### src/rtl/seq_detect_pkg.sv
// Shared types for the sequence-detector sequencer: FSM state names and the
// {A,B} pair layout presented to the detector.
package seq_detect_pkg;

    typedef enum logic [2:0] {
        IDLE  = 3'd0,
        CLR   = 3'd1,
        RUN   = 3'd2,
        DRAIN = 3'd3,
        DONE  = 3'd4
    } state_e;

    // a is the upper bit of a pattern pair, b the lower bit
    typedef struct packed {
        logic a;
        logic b;
    } pair_t;

    function automatic logic is_busy(state_e s);
        return (s == CLR) || (s == RUN) || (s == DRAIN);
    endfunction

endpackage

### src/rtl/seq_detect_ctrl_if.sv
// Host/detector bundle of the sequencer; the controller uses the slave modport,
// the host/bench side the master modport.
interface seq_detect_ctrl_if #(
    parameter int SEQ_W = 24,
    parameter int LEN_W = 4,
    parameter int CNT_W = 4
);
    // Handshake: start is a request level sampled only while the controller is
    // idle; busy is high from the cycle after acceptance until done, done is a
    // single-cycle pulse, and there is no backpressure on either side.
    logic                   start;
    logic [SEQ_W-1:0]       cfg_seq;
    logic [LEN_W-1:0]       cfg_len;
    logic                   det_clr;
    logic                   det_a;
    logic                   det_b;
    logic                   det_z;
    logic                   busy;
    logic                   done;
    logic [CNT_W-1:0]       match_cnt;
    logic [LEN_W-1:0]       first_idx;
    logic                   first_vld;
    seq_detect_pkg::state_e dbg_state;

    modport master (
        output start, cfg_seq, cfg_len, det_z,
        input  det_clr, det_a, det_b, busy, done,
               match_cnt, first_idx, first_vld, dbg_state
    );

    modport slave (
        input  start, cfg_seq, cfg_len, det_z,
        output det_clr, det_a, det_b, busy, done,
               match_cnt, first_idx, first_vld, dbg_state
    );

endinterface

### src/rtl/seq_detect_ctrl_sat_counter.sv
// Saturating up-counter with synchronous clear; holds at all-ones instead of
// wrapping.
module sat_counter #(
    parameter int CNT_W = 4
) (
    input  logic             clk,
    input  logic             clr,
    input  logic             clear_i,
    input  logic             inc_i,
    output logic [CNT_W-1:0] count_o
);

    logic [CNT_W-1:0] cnt_q;

    always_ff @(posedge clk or posedge clr) begin
        if (clr) begin
            cnt_q <= '0;
        end else if (clear_i) begin
            cnt_q <= '0;
        end else if (inc_i && (cnt_q != '1)) begin
            cnt_q <= cnt_q + CNT_W'(1);
        end
    end

    assign count_o = cnt_q;

endmodule

### src/rtl/seq_detect_ctrl.sv
// Sequencer for a 2-bit-per-cycle sequence detector: clears it, streams the
// latched pattern MSB pair first, then tallies Z pulses tied back to run index.
module seq_detect_ctrl
    import seq_detect_pkg::*;
#(
    parameter int SEQ_W   = 24,
    parameter int LEN_W   = 4,
    parameter int CNT_W   = 4,
    parameter int DET_LAT = 1
) (
    input logic               clk,
    input logic               clr,
    seq_detect_ctrl_if.slave  bus
);

    localparam int               NPAIR      = SEQ_W / 2;
    localparam logic [LEN_W-1:0] NPAIR_L    = LEN_W'(NPAIR);
    localparam int               DRW        = (DET_LAT > 1) ? $clog2(DET_LAT) : 1;
    localparam logic [DRW-1:0]   DRAIN_LAST = DRW'(DET_LAT - 1);

    state_e           state_q, state_d;
    logic [SEQ_W-1:0] seq_q;
    logic [SEQ_W-1:0] seq_load;
    logic [LEN_W-1:0] len_q;
    logic [LEN_W-1:0] len_cl;
    logic [LEN_W:0]   pad_pairs;
    logic [LEN_W-1:0] run_cnt_q;
    logic [DRW-1:0]   drain_cnt_q;
    pair_t            pair_q;
    logic             pipe_vld_q [DET_LAT];
    logic [LEN_W-1:0] pipe_idx_q [DET_LAT];
    logic [LEN_W-1:0] first_idx_q;
    logic             first_vld_q;
    logic             accept;
    logic             z_count;

    assign accept  = (state_q == IDLE) && bus.start;
    assign z_count = pipe_vld_q[DET_LAT-1] && bus.det_z;

    // Left-align the pattern so pair len-1 sits in the top two bits; RUN then
    // only ever shifts left and reads the top pair.
    always_comb begin
        len_cl    = (bus.cfg_len > NPAIR_L) ? NPAIR_L : bus.cfg_len;
        pad_pairs = {1'b0, NPAIR_L} - {1'b0, len_cl};
        seq_load  = bus.cfg_seq << {pad_pairs, 1'b0};
    end

    always_ff @(posedge clk or posedge clr) begin
        if (clr) begin
            state_q <= IDLE;
        end else begin
            state_q <= state_d;
        end
    end

    always_comb begin
        state_d = state_q;
        unique case (state_q)
            IDLE:    if (bus.start) state_d = CLR;
            CLR:     state_d = (len_q != '0) ? RUN : DONE;
            RUN:     if (run_cnt_q == len_q - LEN_W'(1)) state_d = DRAIN;
            DRAIN:   if (drain_cnt_q == DRAIN_LAST) state_d = DONE;
            DONE:    state_d = IDLE;
            default: state_d = IDLE;
        endcase
    end

    always_comb begin
        bus.det_clr   = (state_q == CLR);
        bus.busy      = is_busy(state_q);
        bus.done      = (state_q == DONE);
        bus.dbg_state = state_q;
    end

    always_ff @(posedge clk or posedge clr) begin
        if (clr) begin
            seq_q       <= '0;
            len_q       <= '0;
            run_cnt_q   <= '0;
            drain_cnt_q <= '0;
            pair_q      <= '0;
        end else begin
            if (accept) begin
                seq_q <= seq_load;
                len_q <= len_cl;
            end else if (state_d == RUN) begin
                seq_q <= seq_q << 2;
            end
            // The pair register is loaded on the edge entering each RUN cycle.
            pair_q      <= (state_d == RUN) ? pair_t'(seq_q[SEQ_W-1 -: 2]) : '0;
            run_cnt_q   <= (state_q == RUN) ? run_cnt_q + LEN_W'(1) : '0;
            drain_cnt_q <= (state_q == DRAIN) ? drain_cnt_q + DRW'(1) : '0;
        end
    end

    // The pipe lines up each Z with the pair sent DET_LAT cycles earlier.
    always_ff @(posedge clk or posedge clr) begin
        if (clr) begin
            for (int i = 0; i < DET_LAT; i++) begin
                pipe_vld_q[i] <= 1'b0;
                pipe_idx_q[i] <= '0;
            end
        end else begin
            pipe_vld_q[0] <= (state_q == RUN);
            pipe_idx_q[0] <= run_cnt_q;
            for (int i = 1; i < DET_LAT; i++) begin
                pipe_vld_q[i] <= pipe_vld_q[i-1];
                pipe_idx_q[i] <= pipe_idx_q[i-1];
            end
        end
    end

    always_ff @(posedge clk or posedge clr) begin
        if (clr) begin
            first_idx_q <= '0;
            first_vld_q <= 1'b0;
        end else if (accept) begin
            first_idx_q <= '0;
            first_vld_q <= 1'b0;
        end else if (z_count && !first_vld_q) begin
            first_idx_q <= pipe_idx_q[DET_LAT-1];
            first_vld_q <= 1'b1;
        end
    end

    sat_counter #(
        .CNT_W (CNT_W)
    ) u_match_cnt (
        .clk     (clk),
        .clr     (clr),
        .clear_i (accept),
        .inc_i   (z_count),
        .count_o (bus.match_cnt)
    );

    assign bus.det_a     = pair_q.a;
    assign bus.det_b     = pair_q.b;
    assign bus.first_idx = first_idx_q;
    assign bus.first_vld = first_vld_q;

endmodule

### src/flat_wrapper.sv
// flat-port wrapper written by rule: the top's interface ports become plain ports
module seq_detect_ctrl_flat import seq_detect_pkg::*;
#(
    parameter int SEQ_W   = 24,
    parameter int LEN_W   = 4,
    parameter int CNT_W   = 4,
    parameter int DET_LAT = 1
)
  (clk, clr, bus_start, bus_cfg_seq, bus_cfg_len, bus_det_z, bus_det_clr, bus_det_a, bus_det_b, bus_busy, bus_done, bus_match_cnt, bus_first_idx, bus_first_vld, bus_dbg_state);
  seq_detect_ctrl_if #(.SEQ_W(SEQ_W), .LEN_W(LEN_W), .CNT_W(CNT_W)) bus_i ();
  input logic clk;
  input logic clr;
  input wire logic [$bits(bus_i.start)-1:0] bus_start;
  input wire logic [$bits(bus_i.cfg_seq)-1:0] bus_cfg_seq;
  input wire logic [$bits(bus_i.cfg_len)-1:0] bus_cfg_len;
  input wire logic [$bits(bus_i.det_z)-1:0] bus_det_z;
  output wire logic [$bits(bus_i.det_clr)-1:0] bus_det_clr;
  output wire logic [$bits(bus_i.det_a)-1:0] bus_det_a;
  output wire logic [$bits(bus_i.det_b)-1:0] bus_det_b;
  output wire logic [$bits(bus_i.busy)-1:0] bus_busy;
  output wire logic [$bits(bus_i.done)-1:0] bus_done;
  output wire logic [$bits(bus_i.match_cnt)-1:0] bus_match_cnt;
  output wire logic [$bits(bus_i.first_idx)-1:0] bus_first_idx;
  output wire logic [$bits(bus_i.first_vld)-1:0] bus_first_vld;
  output wire logic [$bits(bus_i.dbg_state)-1:0] bus_dbg_state;
  assign bus_i.start = bus_start;
  assign bus_i.cfg_seq = bus_cfg_seq;
  assign bus_i.cfg_len = bus_cfg_len;
  assign bus_i.det_z = bus_det_z;
  assign bus_det_clr = bus_i.det_clr;
  assign bus_det_a = bus_i.det_a;
  assign bus_det_b = bus_i.det_b;
  assign bus_busy = bus_i.busy;
  assign bus_done = bus_i.done;
  assign bus_match_cnt = bus_i.match_cnt;
  assign bus_first_idx = bus_i.first_idx;
  assign bus_first_vld = bus_i.first_vld;
  assign bus_dbg_state = bus_i.dbg_state;
  seq_detect_ctrl #(.SEQ_W(SEQ_W), .LEN_W(LEN_W), .CNT_W(CNT_W), .DET_LAT(DET_LAT)) u_core (.clk(clk), .clr(clr), .bus(bus_i));
endmodule
### config.mk
export PLATFORM = sky130hd
export DESIGN_NAME = seq_detect_ctrl_flat
export DESIGN_NICKNAME = d
export VERILOG_FILES = /design/src/rtl/seq_detect_pkg.sv /design/src/rtl/seq_detect_ctrl_if.sv /design/src/rtl/seq_detect_ctrl_sat_counter.sv /design/src/rtl/seq_detect_ctrl.sv /design/src/flat_wrapper.sv
export SDC_FILE = /design/constraint.sdc
export NUM_CORES = 1
export LEC_CHECK = 0
export BUFFER_PORTS_ARGS = -buffer_cell sky130_fd_sc_hd__buf_2
export CAP_MARGIN = 0
export CELL_PAD_IN_SITES_DETAIL_PLACEMENT = 1
export CELL_PAD_IN_SITES_GLOBAL_PLACEMENT = 1
export CORE_ASPECT_RATIO = 1.2
export CORE_MARGIN = 3
export CORE_UTILIZATION = 45
export CTS_CLUSTER_DIAMETER = 30
export DETAILED_ROUTE_END_ITERATION = 8
export HOLD_SLACK_MARGIN = 0.15
export PLACE_DENSITY_LB_ADDON = 0.1
export SETUP_SLACK_MARGIN = 0.3
export SYNTH_ARGS = -nofsm -noshare
export SYNTH_HDL_FRONTEND = slang
export SYNTH_SLANG_ARGS = --single-unit
### constraint.sdc
create_clock -name clk -period 2.81 [get_ports clk]
set_input_delay 0.4215 -clock clk [delete_from_list [all_inputs] [get_ports clk]]
set_output_delay 0.4215 -clock clk [all_outputs]
set_load 0.02 [all_outputs]
==> flow_metrics.env <==
export IMPL_status="finished clean"
export IMPL_grt_pass1_vias=2749
export IMPL_cts_sinks=52
export IMPL_ioPinCount=49
export IMPL_maxCapViolCount=0
export IMPL_cts_max_level=2
export IMPL_synth_cells=323
export IMPL_drc=0
export IMPL_yosys_area_top_type="dfrtp_1"
export IMPL_die_h_microns=100
export IMPL_ir_drop_mv=0.461
export IMPL_synth_nets=360
export IMPL_synth_area_per_cell_sq_um=10.4
export IMPL_timing_fmax_mhz=428
export IMPL_cts_root_buf="clkbuf_8"
export IMPL_finalMaxSlewViolations=0
export IMPL_fin_crit_sh_pct=83.2
export IMPL_num_vias=2691
export IMPL_synth_flop_cell="dfrtp_1"
export IMPL_synth_seq_area_share_pct=38.9
export IMPL_synth_cell_types=51
export IMPL_cellPowerDensity_nw_per_um2=978
export IMPL_start_util_pct=47.6
export IMPL_yosys_top_cells_area="dfrtp_1 (39%), mux4_2 (12%), nand2_1 (4.9%)"
export IMPL_die_x_microns=84.7
export IMPL_place_gp_congestion=0.833
export IMPL_crit_start="u_core.len_q[0]"
export IMPL_rrSetupSlack_ps=470
export IMPL_diodes=0
export IMPL_synth_seq_cells=52
export IMPL_power_total_mw=3.71
export IMPL_finalSetupTns_ps=0
export IMPL_startpoint_type="flip-flop"
export IMPL_placedInstanceArea_sq_um=3690
export IMPL_cts_hold_buf=0
export IMPL_yosysMostFrequentCell="dfrtp_1"
export IMPL_worstSetupEndpointType="flip-flop"
export IMPL_grt_max_degree=32
export IMPL_io_buffers=48
export IMPL_synth_top_area_share_pct=38.9
export IMPL_hold_violations=0
export IMPL_antenna_found_initial=0
export IMPL_cts_inserted_buffers=5
export IMPL_nets=405
export IMPL_cts_tree="built"
export IMPL_drive_above_1_share_pct=33.3
export IMPL_synth_edf_count=0
export IMPL_async_flop_share_pct=100
export IMPL_rsz0062_at_grt="false"
export IMPL_worst_pin_slew_ps=583
export IMPL_arrival_ps=2570
export IMPL_setup_viol=0
export IMPL_final_area_sq_um=3800
export IMPL_clock_skew_ps=8.94
export IMPL_hpwl_mm=6.29
export IMPL_die_area_sq_um=8500
export IMPL_clkLatencyLatePin_ps=300
export IMPL_grt_remaining_overflow=0
export IMPL_crit_fanout=13
export IMPL_power_leakage_nw=1.72
export IMPL_crit_required_ps=3040
export IMPL_fin_util_pct=54.1
export IMPL_drtIter0Drc=115
export IMPL_drt_wl_total_mm=8.07
export IMPL_min_period_ps=2340
export IMPL_yosysWarnings=0
export IMPL_path_class="flip-flop to flip-flop"
export IMPL_clk_pin_slew_ps=90
export IMPL_area_growth_pct=13.6
export IMPL_cts_path_max_buffers=2
export IMPL_coreArea_sq_um=7020
export IMPL_drt_first_pass_iters=4
export IMPL_track_usage_pct=19.6
export IMPL_antenna_left=0
export IMPL_synthTopCellsByCount="dfrtp_1 (52), nand2_1 (44), nor3_1 (25), nor2_1 (21), mux4_2 (18)"
export IMPL_hp_class="primary input to async pin"
export IMPL_grt_pass1_wl_mm=13.6
export IMPL_rows=33
export IMPL_synth_area_sq_um=3340
export IMPL_viasPerCell=5.90
export IMPL_reg2reg_from="u_core.len_q[0]"
export IMPL_post_drt_wl_per_cell_microns=17.7
export IMPL_relSlewSlack_pct=61.0
-- area by class of cell --
type / instances / area, sq um
Fill cell: 813 / 3220
Multi-Input combinational cell: 237 / 1890
Sequential cell: 52 / 1300
Timing Repair Buffer: 63 / 353
Tap cell: 87 / 109
Clock buffer: 6 / 72.6
Clock inverter: 2 / 35.0
Inverter: 9 / 35.0
-- power by group --
group          internal, mW  switching, mW  leakage [nW]
registers              1.04          0.235         0.656
logic                 0.842           1.10          1.01
clock network         0.265          0.235        0.0552
total                  2.14           1.57          1.72
-- logic make-up (layout without fill, tap and decap cells) --
| group | count (synthesis) | count (layout) | share of synthesized area [%] |
|---|---|---|---|
| multiplexers | 37 | 37 | 18.3 |
| AND/OR/NAND/NOR | 115 | 115 | 16.6 |
| adder cells (fa/ha/maj) | 5 | 5 | 1.87 |
| XOR/XNOR | 12 | 12 | 3.56 |
| AO/OA/AOI/OAI | 68 | 68 | 15.5 |
| buffers and inverters | 34 | 80 | 5.31 |
| flip-flops | 52 | 52 | 38.9 |
-- routing by layer --
| metal | global-route usage, % | share of wire [%] |
|---|---|---|
| met4 | 4.99 | 1.1 |
| met5 | 0 | 0 |
| met1 | 26.2 | 45 |
| met3 | 2.05 | 3.4 |
| met2 | 34.1 | 50 |
-- flip-flops by register name, indices dropped and copies added, names as in the netlist --
name and cells:
u_core.seq_q 24, u_core.drain_cnt_q 1, u_core.len_q 4, u_core.bus.det_b 1, u_core.run_cnt_q 4, u_core.u_match_cnt.count_o 4, u_core.bus.dbg_state 3, u_core.pipe_idx_q 4
u_core.pipe_vld_q 1, u_core.bus.det_a 1, u_core.bus.first_vld 1, u_core.bus.first_idx 4
-- stage by stage --
step                      std cells  setup WS (ps)  hold WS [ps]
after floorplan                 323            328           410
after global routing            456            375           190
final                           456            472           163
after detailed placement        448            332           458
after CTS                       456            379           179
after global placement          448            361           440
-- critical path: stages (launching register included) --
cell	delay (ps)
dfrtp_1	410
inv_1	110
ha_1	190
or3b_1	350
a32o_1	250
o221a_4	130
or2_2	420
buf_4	230
a31oi_1	160
-- final timing paths --
check | endpoint | depth (start not counted)
min in group clk | u_core.len_q[3] | 3
worst max register to register | u_core.seq_q[21] | 8
worst min-delay path | u_core.u_match_cnt.count_o[1] | 2
worst min register to register | u_core.drain_cnt_q | 1
max in group asynchronous | u_core.len_q[1] | 3
worst max-delay path | u_core.seq_q[21] | 8
-- placed cells by master (no fill, tap or decap), types with 5 or more instances in the layout --
cell,synthesis,layout
o21ai_0,10,10
inv_1,8,6
nand2_1,44,44
mux4_2,18,18
a22o_1,6,6
a31oi_2,7,7
mux2_2,8,8
nor2_1,21,21
and2_1,5,5
buf_2,3,48
nor3_1,25,25
mux2i_1,10,10
clkbuf_8,0,5
xor2_1,6,5
a21oi_1,12,12
dfrtp_1,52,52
a31oi_1,9,9
buf_4,4,15
-- timing repair --
item	in CTS	in global routing
gates resized for setup	0	1
setup endpoints to repair	0	1
buffers inserted	0	0
Power figures use the tool's default switching activity.
